`src/rtl/shift_vector_writer_if.sv`:
```
// shift_vector_writer_if
//   Vector handshake between the vector multiplier result path (master)
//   and shift_vector_writer (slave).
//   vector_in    : VECTOR_DIMENSION elements, element 0 lands at the lowest address
//   vector_valid : vector_in holds a vector to be written
//   vector_ready : writer can take a vector this cycle
interface shift_vector_writer_if #(
  parameter int ELEMENT_WIDTH    = 24,
  parameter int VECTOR_DIMENSION = 3
);
  logic [ELEMENT_WIDTH-1:0] vector_in [0:VECTOR_DIMENSION-1];
  logic                     vector_valid;
  logic                     vector_ready;

  modport master (output vector_in, output vector_valid, input vector_ready);
  modport slave  (input vector_in, input vector_valid, output vector_ready);
endinterface

```
`src/rtl/shift_vector_writer.sv`:
```
// shift_vector_writer
//   Serializes whole vectors into a single-port element RAM, one element per
//   clock, at sequential addresses from 0. Stops and raises done once
//   expected_elements elements have been written.
//
// Ports
//   clk, reset         : clock, synchronous active-high reset
//   expected_elements  : total elements to write (stable between resets)
//   enabled            : high allows acceptance and writing, low stalls in place
//   vec                : vector handshake (slave side of shift_vector_writer_if)
//   we, addr, data_out : registered RAM write port
//   elements_written   : elements written since reset
//   done               : elements_written == expected_elements
//   checksum           : running XOR of written data (only with
//                        SHIFT_VECTOR_WRITER_CHECKSUM_EN defined)
//
// Optional feature macro: SHIFT_VECTOR_WRITER_CHECKSUM_EN
//
// state | meaning
// IDLE  | waiting for a vector; we held low
// WRITE | emitting buffer[count] once per enabled cycle
module shift_vector_writer #(
  parameter int ELEMENT_WIDTH    = 24,
  parameter int ADDR_WIDTH       = 17,
  parameter int VECTOR_DIMENSION = 3
) (
  input  logic                     clk,
  input  logic                     reset,
  input  logic [ELEMENT_WIDTH-1:0] expected_elements,
  input  logic                     enabled,
  shift_vector_writer_if.slave     vec,
  output logic                     we,
  output logic [ADDR_WIDTH-1:0]    addr,
  output logic [ELEMENT_WIDTH-1:0] data_out,
  output logic [ELEMENT_WIDTH-1:0] elements_written,
  output logic                     done
`ifdef SHIFT_VECTOR_WRITER_CHECKSUM_EN
  ,
  output logic [ELEMENT_WIDTH-1:0] checksum
`endif
);

  localparam int CW = $clog2(VECTOR_DIMENSION);

  typedef enum logic {IDLE, WRITE} state_t;

  state_t                   state;
  logic [ELEMENT_WIDTH-1:0] buffer [0:VECTOR_DIMENSION-1];
  logic [CW-1:0]            count;
  logic [ADDR_WIDTH-1:0]    wr_ptr;
  logic                     last_write;
  logic                     last_elem;

  assign done             = (elements_written == expected_elements);
  assign vec.vector_ready = (state == IDLE) && enabled && !done;
  // The write issued this cycle is the final one overall.
  assign last_write       = (elements_written == expected_elements - ELEMENT_WIDTH'(1));
  assign last_elem        = (count == CW'(VECTOR_DIMENSION - 1));

  always_ff @(posedge clk) begin
    if (reset) begin
      state            <= IDLE;
      we               <= 1'b0;
      addr             <= '0;
      data_out         <= '0;
      elements_written <= '0;
      wr_ptr           <= '0;
      count            <= '0;
      for (int i = 0; i < VECTOR_DIMENSION; i++) buffer[i] <= '0;
    end else begin
      case (state)
        IDLE: begin
          we <= 1'b0;
          if (vec.vector_valid && vec.vector_ready) begin
            for (int i = 0; i < VECTOR_DIMENSION; i++) buffer[i] <= vec.vector_in[i];
            count <= '0;
            state <= WRITE;
          end
        end
        WRITE: begin
          if (enabled) begin
            we               <= 1'b1;
            addr             <= wr_ptr;
            data_out         <= buffer[count];
            elements_written <= elements_written + ELEMENT_WIDTH'(1);
            // Pointer wraps after the final write so a rerun starts at 0.
            wr_ptr           <= last_write ? '0 : wr_ptr + ADDR_WIDTH'(1);
            // A truncated final vector leaves the rest of the buffer unwritten.
            if (last_elem || last_write) begin
              count <= '0;
              state <= IDLE;
            end else begin
              count <= count + CW'(1);
            end
          end else begin
            we <= 1'b0;
          end
        end
        default: begin
          we    <= 1'b0;
          state <= IDLE;
        end
      endcase
    end
  end

`ifdef SHIFT_VECTOR_WRITER_CHECKSUM_EN
  // Folds in the element on the same edge it is driven onto data_out.
  always_ff @(posedge clk) begin
    if (reset) begin
      checksum <= '0;
    end else if (state == WRITE && enabled) begin
      checksum <= checksum ^ buffer[count];
    end
  end
`endif

endmodule

```
`src/flat_wrapper.sv`:
```
// flat-port wrapper written by rule: the top's interface ports become plain ports
module shift_vector_writer_flat 
#(
  parameter int ELEMENT_WIDTH    = 24,
  parameter int ADDR_WIDTH       = 17,
  parameter int VECTOR_DIMENSION = 3
)
  (clk, reset, expected_elements, enabled, we, addr, data_out, elements_written, done, vec_vector_in, vec_vector_valid, vec_vector_ready);
  shift_vector_writer_if #(.ELEMENT_WIDTH(ELEMENT_WIDTH), .VECTOR_DIMENSION(VECTOR_DIMENSION)) vec_i ();
  input  logic clk;
  input  logic reset;
  input  logic [ELEMENT_WIDTH-1:0] expected_elements;
  input  logic enabled;
  output logic we;
  output logic [ADDR_WIDTH-1:0] addr;
  output logic [ELEMENT_WIDTH-1:0] data_out;
  output logic [ELEMENT_WIDTH-1:0] elements_written;
  output logic done;
  input wire logic [$bits(vec_i.vector_in)-1:0] vec_vector_in;
  input wire logic [$bits(vec_i.vector_valid)-1:0] vec_vector_valid;
  output wire logic [$bits(vec_i.vector_ready)-1:0] vec_vector_ready;
  assign vec_i.vector_in = {>>{vec_vector_in}};
  assign vec_i.vector_valid = vec_vector_valid;
  assign vec_vector_ready = vec_i.vector_ready;
  shift_vector_writer #(.ELEMENT_WIDTH(ELEMENT_WIDTH), .ADDR_WIDTH(ADDR_WIDTH), .VECTOR_DIMENSION(VECTOR_DIMENSION)) u_core (.clk(clk), .reset(reset), .expected_elements(expected_elements), .enabled(enabled), .vec(vec_i), .we(we), .addr(addr), .data_out(data_out), .elements_written(elements_written), .done(done));
endmodule
```
`config.mk`:
```
export PLATFORM = sky130hd
export DESIGN_NAME = shift_vector_writer_flat
export DESIGN_NICKNAME = d
export VERILOG_FILES = /design/src/rtl/shift_vector_writer_if.sv /design/src/rtl/shift_vector_writer.sv /design/src/flat_wrapper.sv
export SDC_FILE = /design/constraint.sdc
export NUM_CORES = 1
export LEC_CHECK = 0
export BUFFER_PORTS_ARGS = -buffer_cell sky130_fd_sc_hd__buf_2
export CAP_MARGIN = 0
export CELL_PAD_IN_SITES_DETAIL_PLACEMENT = 0
export CELL_PAD_IN_SITES_GLOBAL_PLACEMENT = 1
export CORE_MARGIN = 2
export CORE_UTILIZATION = 45
export DETAILED_ROUTE_END_ITERATION = 8
export GPL_TIMING_DRIVEN = 0
export MAX_ROUTING_LAYER = met4
export PLACE_DENSITY_LB_ADDON = 0.1
export SLEW_MARGIN = 20
export SYNTH_ARGS = -nofsm -noshare
export SYNTH_HDL_FRONTEND = slang
export SYNTH_SLANG_ARGS = --single-unit
```
`constraint.sdc`:
```
create_clock -name clk -period 15.9 [get_ports clk]
set_clock_uncertainty 0.15 [all_clocks]
set_input_delay 2.385 -clock clk [delete_from_list [all_inputs] [get_ports clk]]
set_output_delay 2.385 -clock clk [all_outputs]
set_load 0.005 [all_outputs]
```
==> out/metrics.cfg, run 1 <==
[global_routing]
antenna_found_initial=0
grt_pass1_vias=5813
grt_pass1_wl_mm=30.2
grt_max_degree=19
grt_use_total_pct=22.2
grt-ovfl-total=0

[setup_path]
worstPathMaxFanout=5
crit_type=in -> out
end_kind=output port
cpMaxStageDelayCell=nor4_2
max_stage_delay_ps=800
worst_r2r_path_depth=7
crit_arrival_ps=4410
worstSetupStartpointType=input port
required_ps=13370
crit_top_cell=buf_2
path_cells=buf_2 -> xor2_1 -> nor4_1 -> nand4_1 -> nor4_2 -> nor2_1 -> buf_2

[drt]
detail-route-antenna-nets=0
viasPerCell=5.08
drtPass1Iterations=4
wl_mm=19.0
route.detailed.drc=0
drt_iter0_markers=281
wire_per_inst_um=15.6
vias=6161

[sta]
min_period_ps=6950
maxSlewHeadroom_pct=34.4
fin_setup_tns_ps=0
worstMarginPinSlew_ps=976
setup_violations=0
fmax_ghz=0.144
hold_viol=0
rsz0062_at_grt=false
min_period_over_period_pct=43.7
drv_slew=0

[hold_path]
hold_path.class=reg -> reg
min_path_cells=2

[cts]
cts_resized=0
insertion_delay_ps=420
cts_max_path_buffers=2
post_cts_buffers=0
ctsHoldBuffers=0
numClockSinks=158
cts_max_level=4
clk_pin_slew_ps=60
root_buffer=clkbuf_16
numCtsBuffers=17
cts_tree=yes

[power]
sequentialPowerShare_pct=48.3
p_leak_uw=0.00364
switchingPower_uw=232
intPower_uw=702
clock_power_share_pct=42.1
power_density_nw_per_um2=99.1
ir_worst_vdd_mv=0.0790
share_comb_of_total_power_pct=9.6
p_total_uw=934
swShare_pct=24.8

[synth]
ys_types=62
syn-cell-area_sq_um=7680
synth_ff_type=dfxtp_1
synth_edf_count=72
synthTopCellsByArea=edfxtp_1, dfxtp_1, nand2_1, and2_1, xor2_1
ys_async_sr_fraction_pct=0
yosys.area.top_type=edfxtp_1
seq_area_frac_synth_pct=50.6
synth_top_area_share_pct=28.2
syn_nets=898
syn_area_per_cell_sq_um=9.67
synth_cells=794
ys_ff_latch=158
yosys_warnings=0

[cells_and_area]
layout_common_cells=buf_2, nand2_1, dfxtp_1
antenna_cells=0
drive_gt1_share_pct=24.0
final_common_cell=buf_2
nets=1084
nFillCells=1555
syn2layout_area_growth_pct=22.7

[floorplanning]
die_w_um=135
start_util_pct=46.1
ioPinCount=168
core_area_sq_um=16600
std_cell_rows=47
dieArea_sq_um=18100
die_h_um=135

[placement]
portBuffers=162
place_hpwl_mm=14.3
gp_congestion=0.875

[run_status]
status=finished, final reports clean

[run]
maxCapViolCount=0

[worst paths after layout]
kind                              startpoint                   end  slack, ps
setup / recovery        expected_elements[7]      vec_vector_ready       8950
hold reg to reg              u_core.addr[11]       u_core.addr[11]        300
hold / removal               u_core.addr[11]       u_core.addr[11]        300
setup reg to reg  u_core.elements_written[7]  u_core.buffer[0][17]      12620
[logic make-up after synthesis]
family / after synthesis / share of synthesized area, %
compound gates: 109 / 8.65
xor+xnor: 72 / 8.21
fa+ha+maj: 4 / 0.652
buf+inv: 58 / 3.13
flops: 158 / 50.6
mux: 26 / 3.41
simple gates: 367 / 25.4
[state kept, by name, indices dropped and copies added, names as in the netlist]
| register | cells |
|---|---|
| u_core.addr | 17 |
| u_core.we | 1 |
| u_core.data_out | 24 |
| u_core.elements_written | 24 |
| u_core.buffer | 72 |
| u_core.count | 2 |
| u_core.state | 1 |
| u_core.wr_ptr | 17 |
[through the flow]
step                      cell area, sq um  setup WS (ps)  std cells  hold slack (ps)  utilization [%]
after floorplan                       7680           6760        794              294                -
after global placement                8760           4480       1176              289             52.7
after detailed placement              8850           8970       1181              294             53.2
after CTS                             9430           8950       1213              303             56.6
after global routing                  9430           8850       1213              315             56.6
final                                 9430           8950       1213              302             56.6
[synth_stat cells (3+ instances only)]
| library cell | n |
|---|---|
| nand2_1 | 133 |
| dfxtp_1 | 86 |
| and2_1 | 74 |
| edfxtp_1 | 72 |
| a21oi_1 | 52 |
| nor2_1 | 44 |
| xor2_1 | 42 |
| clkbuf_1 | 34 |
| o21ai_0 | 32 |
| xnor2_1 | 30 |
| mux2i_1 | 25 |
| nand3_1 | 18 |
| nand4_1 | 15 |
| inv_1 | 13 |
| nor3_1 | 12 |
| nor2_2 | 11 |
| nor4_1 | 10 |
| or3_1 | 6 |
| and4_1 | 5 |
| buf_1 | 5 |
| nand3b_1 | 5 |
| or4_1 | 5 |
| ha_1 | 4 |
| nand2b_1 | 4 |
| nor4_2 | 4 |
| and3_1 | 3 |
| o2111ai_1 | 3 |
[power groups by stage]
stage	combinational, uW	clock, uW	sequential, uW
after floorplan	51.8	0	461
after global placement	85.9	0	463
after detailed placement	89.9	0	460
after CTS	90.2	402	451
after global routing	99.8	419	453
final	89.3	393	451
[cell type report]
| cell class | instances | area (sq um) | share of cell area, % |
|---|---|---|---|
| Sequential cell | 158 | 3880 | 41.2 |
| Tap cell | 220 | 275 | 2.92 |
| Timing Repair Buffer | 167 | 878 | 9.32 |
| Clock inverter | 14 | 134 | 1.42 |
| Clock buffer | 18 | 439 | 4.66 |
| Multi-Input combinational cell | 578 | 3570 | 37.9 |
| Buffer | 45 | 191 | 2.03 |
| Inverter | 13 | 48.8 | 0.518 |
[layer usage]
metal | track usage, % | part of all wire [%] | vias up
met5 | - | 0 | -
met4 | 6.61 | 1.4 | 0
met3 | 4.32 | 4.8 | 20
met2 | 35.1 | 48 | 170
met1 | 29.0 | 46 | 2847
li1 | - | - | 3124
[critical path: cells and delay by family]
| family | cells | cell delay [ps] |
|---|---|---|
| buffers and inverters | 2 | 310 |
| XOR/XNOR | 1 | 210 |
| AND/OR/NAND/NOR | 4 | 1490 |
Note: power is estimated with default switching activity, not from simulation.
==> run 2, diff against run 1 <==
--- a/config.mk
+++ b/config.mk
@@ -5,12 +5,13 @@
 export SDC_FILE = /design/constraint.sdc
 export NUM_CORES = 1
 export LEC_CHECK = 0
+export ABC_AREA = 1
 export BUFFER_PORTS_ARGS = -buffer_cell sky130_fd_sc_hd__buf_2
 export CAP_MARGIN = 0
 export CELL_PAD_IN_SITES_DETAIL_PLACEMENT = 0
 export CELL_PAD_IN_SITES_GLOBAL_PLACEMENT = 1
 export CORE_MARGIN = 2
-export CORE_UTILIZATION = 45
+export CORE_UTILIZATION = 40
 export DETAILED_ROUTE_END_ITERATION = 8
 export GPL_TIMING_DRIVEN = 0
 export MAX_ROUTING_LAYER = met4
==> constraint.sdc (replaced) <==
create_clock -name clk -period 7.2 [get_ports clk]
set_clock_uncertainty 0.15 [all_clocks]
set_input_delay 1.08 -clock clk [delete_from_list [all_inputs] [get_ports clk]]
set_output_delay 1.08 -clock clk [all_outputs]
set_load 0.005 [all_outputs]
==> out/metrics.cfg, run 2 <==
[global_routing]
grt_use_total_pct=21.0  ; -1.2 points
grt_pass1_vias=6657  ; +15%
antenna_found_initial=0  ; unchanged
grt-ovfl-total=0  ; unchanged
grt_max_degree=56  ; +37
grt_pass1_wl_mm=34.4  ; +14%

[run_status]
status=finished, final reports clean

[cts]
numClockSinks=158  ; unchanged
cts_max_path_buffers=2  ; unchanged
cts_max_level=4  ; unchanged
numCtsBuffers=17  ; unchanged
cts_tree=yes
cts_resized=0  ; unchanged
root_buffer=clkbuf_16
insertion_delay_ps=430  ; about the same
clk_pin_slew_ps=70  ; about the same
post_cts_buffers=0  ; unchanged
ctsHoldBuffers=0  ; unchanged

[setup_path]
worstSetupStartpointType=input port
end_kind=output port
crit_top_cell=buf_2
path_cells=buf_2 -> xnor2_1 -> nand4_1 -> nor2_1 -> nand3_1 -> nand2_1 -> nor2_2 -> buf_2
required_ps=5970  ; -7400 ps
crit_arrival_ps=2480  ; -1930 ps
max_stage_delay_ps=380  ; -420 ps
cpMaxStageDelayCell=xnor2_1
crit_type=in -> out
critPathBufInv=2  ; unchanged
critical_path.top_delay_family=simple AND/OR/NAND/NOR gates
worstPathMaxFanout=4  ; -1

[drt]
detail-route-antenna-nets=0  ; unchanged
vias=6852  ; +11%
viasPerCell=4.64  ; -8.7%
route.detailed.drc=0  ; unchanged
wire_per_inst_um=14.4  ; -8.2%
drtPass1Iterations=4  ; unchanged
wl_mm=21.2  ; +12%
drt_iter0_markers=333  ; +19%

[run]
maxCapViolCount=0  ; unchanged

[synth]
ys_types=42  ; -32%
ys_ff_latch=158  ; unchanged
syn_area_per_cell_sq_um=7.89  ; -18%
seq_area_frac_synth_pct=48.6  ; -2.0 points
yosys.area.top_type=edfxtp_1
yosysMostFrequentCell=inv_1
synth_commonest_cells=inv_1, nor2_1, nand2_1
ys_async_sr_fraction_pct=0  ; unchanged
synthTopCellsByArea=edfxtp_1, dfxtp_1, inv_1, nor2_1, nand2_1
syn-cell-area_sq_um=7990  ; +4.1%
synth_top_area_share_pct=27.1  ; -1.1 points
synth_ff_type=dfxtp_1
syn_nets=1117  ; +24%
synth_edf_count=72  ; unchanged
yosys_warnings=0  ; unchanged
synth_cells=1013  ; +28%

[floorplanning]
start_util_pct=40.9  ; -5.2 points
die_w_um=145  ; +8.0%
dieArea_sq_um=21100  ; +17%
std_cell_rows=51  ; +8.5%
ioPinCount=168  ; unchanged
die_h_um=145  ; +8.0%
core_area_sq_um=19500  ; +17%

[cells_and_area]
syn2layout_area_growth_pct=22.4
final_common_cell=buf_2
layout_common_cells=buf_2, inv_1, nor2_1
reg.largest.list=u_core.buffer x72, u_core.data_out x24, u_core.elements_written x24
antenna_cells=0  ; unchanged
drive_gt1_share_pct=22.5  ; -1.4 points
nets=1303  ; +20%
top_register=u_core.buffer
finalNonFillerCells=1477  ; +22%
largest_register_ffs=72  ; unchanged
nFillCells=2022  ; +30%

[sta]
drv_slew=0  ; unchanged
min_period_ps=3710
maxSlewHeadroom_pct=55.4  ; +21 points
fmax_ghz=0.269
fin_setup_tns_ps=0  ; unchanged
rsz0062_at_grt=false
worstMarginPinSlew_ps=668  ; -308 ps
hold_viol=0  ; unchanged
min_period_over_period_pct=51.6
setup_violations=0  ; unchanged

[placement]
place_hpwl_mm=16.2  ; +13%
dp_cells=1445  ; +22%
gp_congestion=0.893  ; +2.1%
portBuffers=166  ; +2.5%

[power]
ir_worst_vdd_mv=0.170  ; +120%
power_density_nw_per_um2=214  ; +120%
p_leak_uw=0.00466  ; +28%

[hold_path]
hold_path.class=reg -> reg

## run 2: cell types whose count changed after synthesis, moves of 11 or more
cell	change
o211ai_1	+23
nand2_1	+16
xnor2_1	-11
nor2_1	+106
mux2i_1	-25
o21ai_0	+24
nand3_1	+17
and2_1	-73
inv_1	+155
xor2_1	-26
or2_2	+22
a21oi_1	+29
## run 2: cell families (layout without fill, tap and decap cells)
family                   after synthesis  in the layout  synth area share (%)
flip-flops                           158            158                  48.6
adder cells (fa/ha/maj)                4              4                 0.626
AO/OA/AOI/OAI                        170            170                  11.8
buffers and inverters                211            410                  10.2
XOR/XNOR                              35             35                  3.84
AND/OR/NAND/NOR                      435            435                  25.0
## run 2: metrics by stage
stage / util, % / hold WS (ps) / power, uW / worst slack (ps) / area (sq um)
final: 50.1 / 328 / 2090 / 3490 / 9780
after global routing: 50.1 / 358 / 2190 / 3390 / 9780
after CTS: 50.1 / 336 / 2120 / 3520 / 9780
after detailed placement: 47.1 / 318 / 1230 / 3520 / 9190
after global placement: 46.9 / 308 / 1230 / 1920 / 9160
after floorplan: - / 300 / 1140 / 3180 / 7990
## run 2: worst paths after layout
check                              startpoint                    to  slack [ps]  cells past startpoint
setup / recovery        expected_elements[20]      vec_vector_ready        3490                      8
setup reg to reg  u_core.elements_written[17]  u_core.buffer[2][13]        4420                     10
hold reg to reg               u_core.addr[15]       u_core.addr[15]         330                      2
hold / removal                u_core.addr[15]       u_core.addr[15]         330                      2
## run 2: final cells by class
| class | instances | area, sq um | area share [%] |
|---|---|---|---|
| Multi-Input combinational cell | 644 | 3300 | 33.8 |
| Clock buffer | 18 | 450 | 4.60 |
| Buffer | 36 | 153 | 1.56 |
| Tap cell | 265 | 332 | 3.39 |
| Clock inverter | 14 | 143 | 1.46 |
| Timing Repair Buffer | 167 | 858 | 8.77 |
| Inverter | 175 | 659 | 6.74 |
| Sequential cell | 158 | 3880 | 39.7 |
## run 2: power breakdown
part / switching [uW] / internal (uW)
Clock: 407 / 483
Sequential: 15.6 / 983
Combinational: 125 / 81.3
Total: 547 / 1550
## run 2: per-layer routing
layer / up-vias / GRT usage, % / part of all wire [%]
met5: - / - / 0
met4: 0 / 5.49 / 1.2
met3: 21 / 3.42 / 3.9
met2: 159 / 33.2 / 46
met1: 3037 / 28.2 / 49
li1: 3635 / - / -
## run 2: worst reg2reg max path, stage by stage (launching register included)
cell	delay, ps
dfxtp_1	480
xor2_1	330
inv_1	100
nand4_1	80
nor2_1	70
nand3_1	170
nand2_1	90
nor2_2	210
nand2_1	170
nand2_4	280
buf_16	310
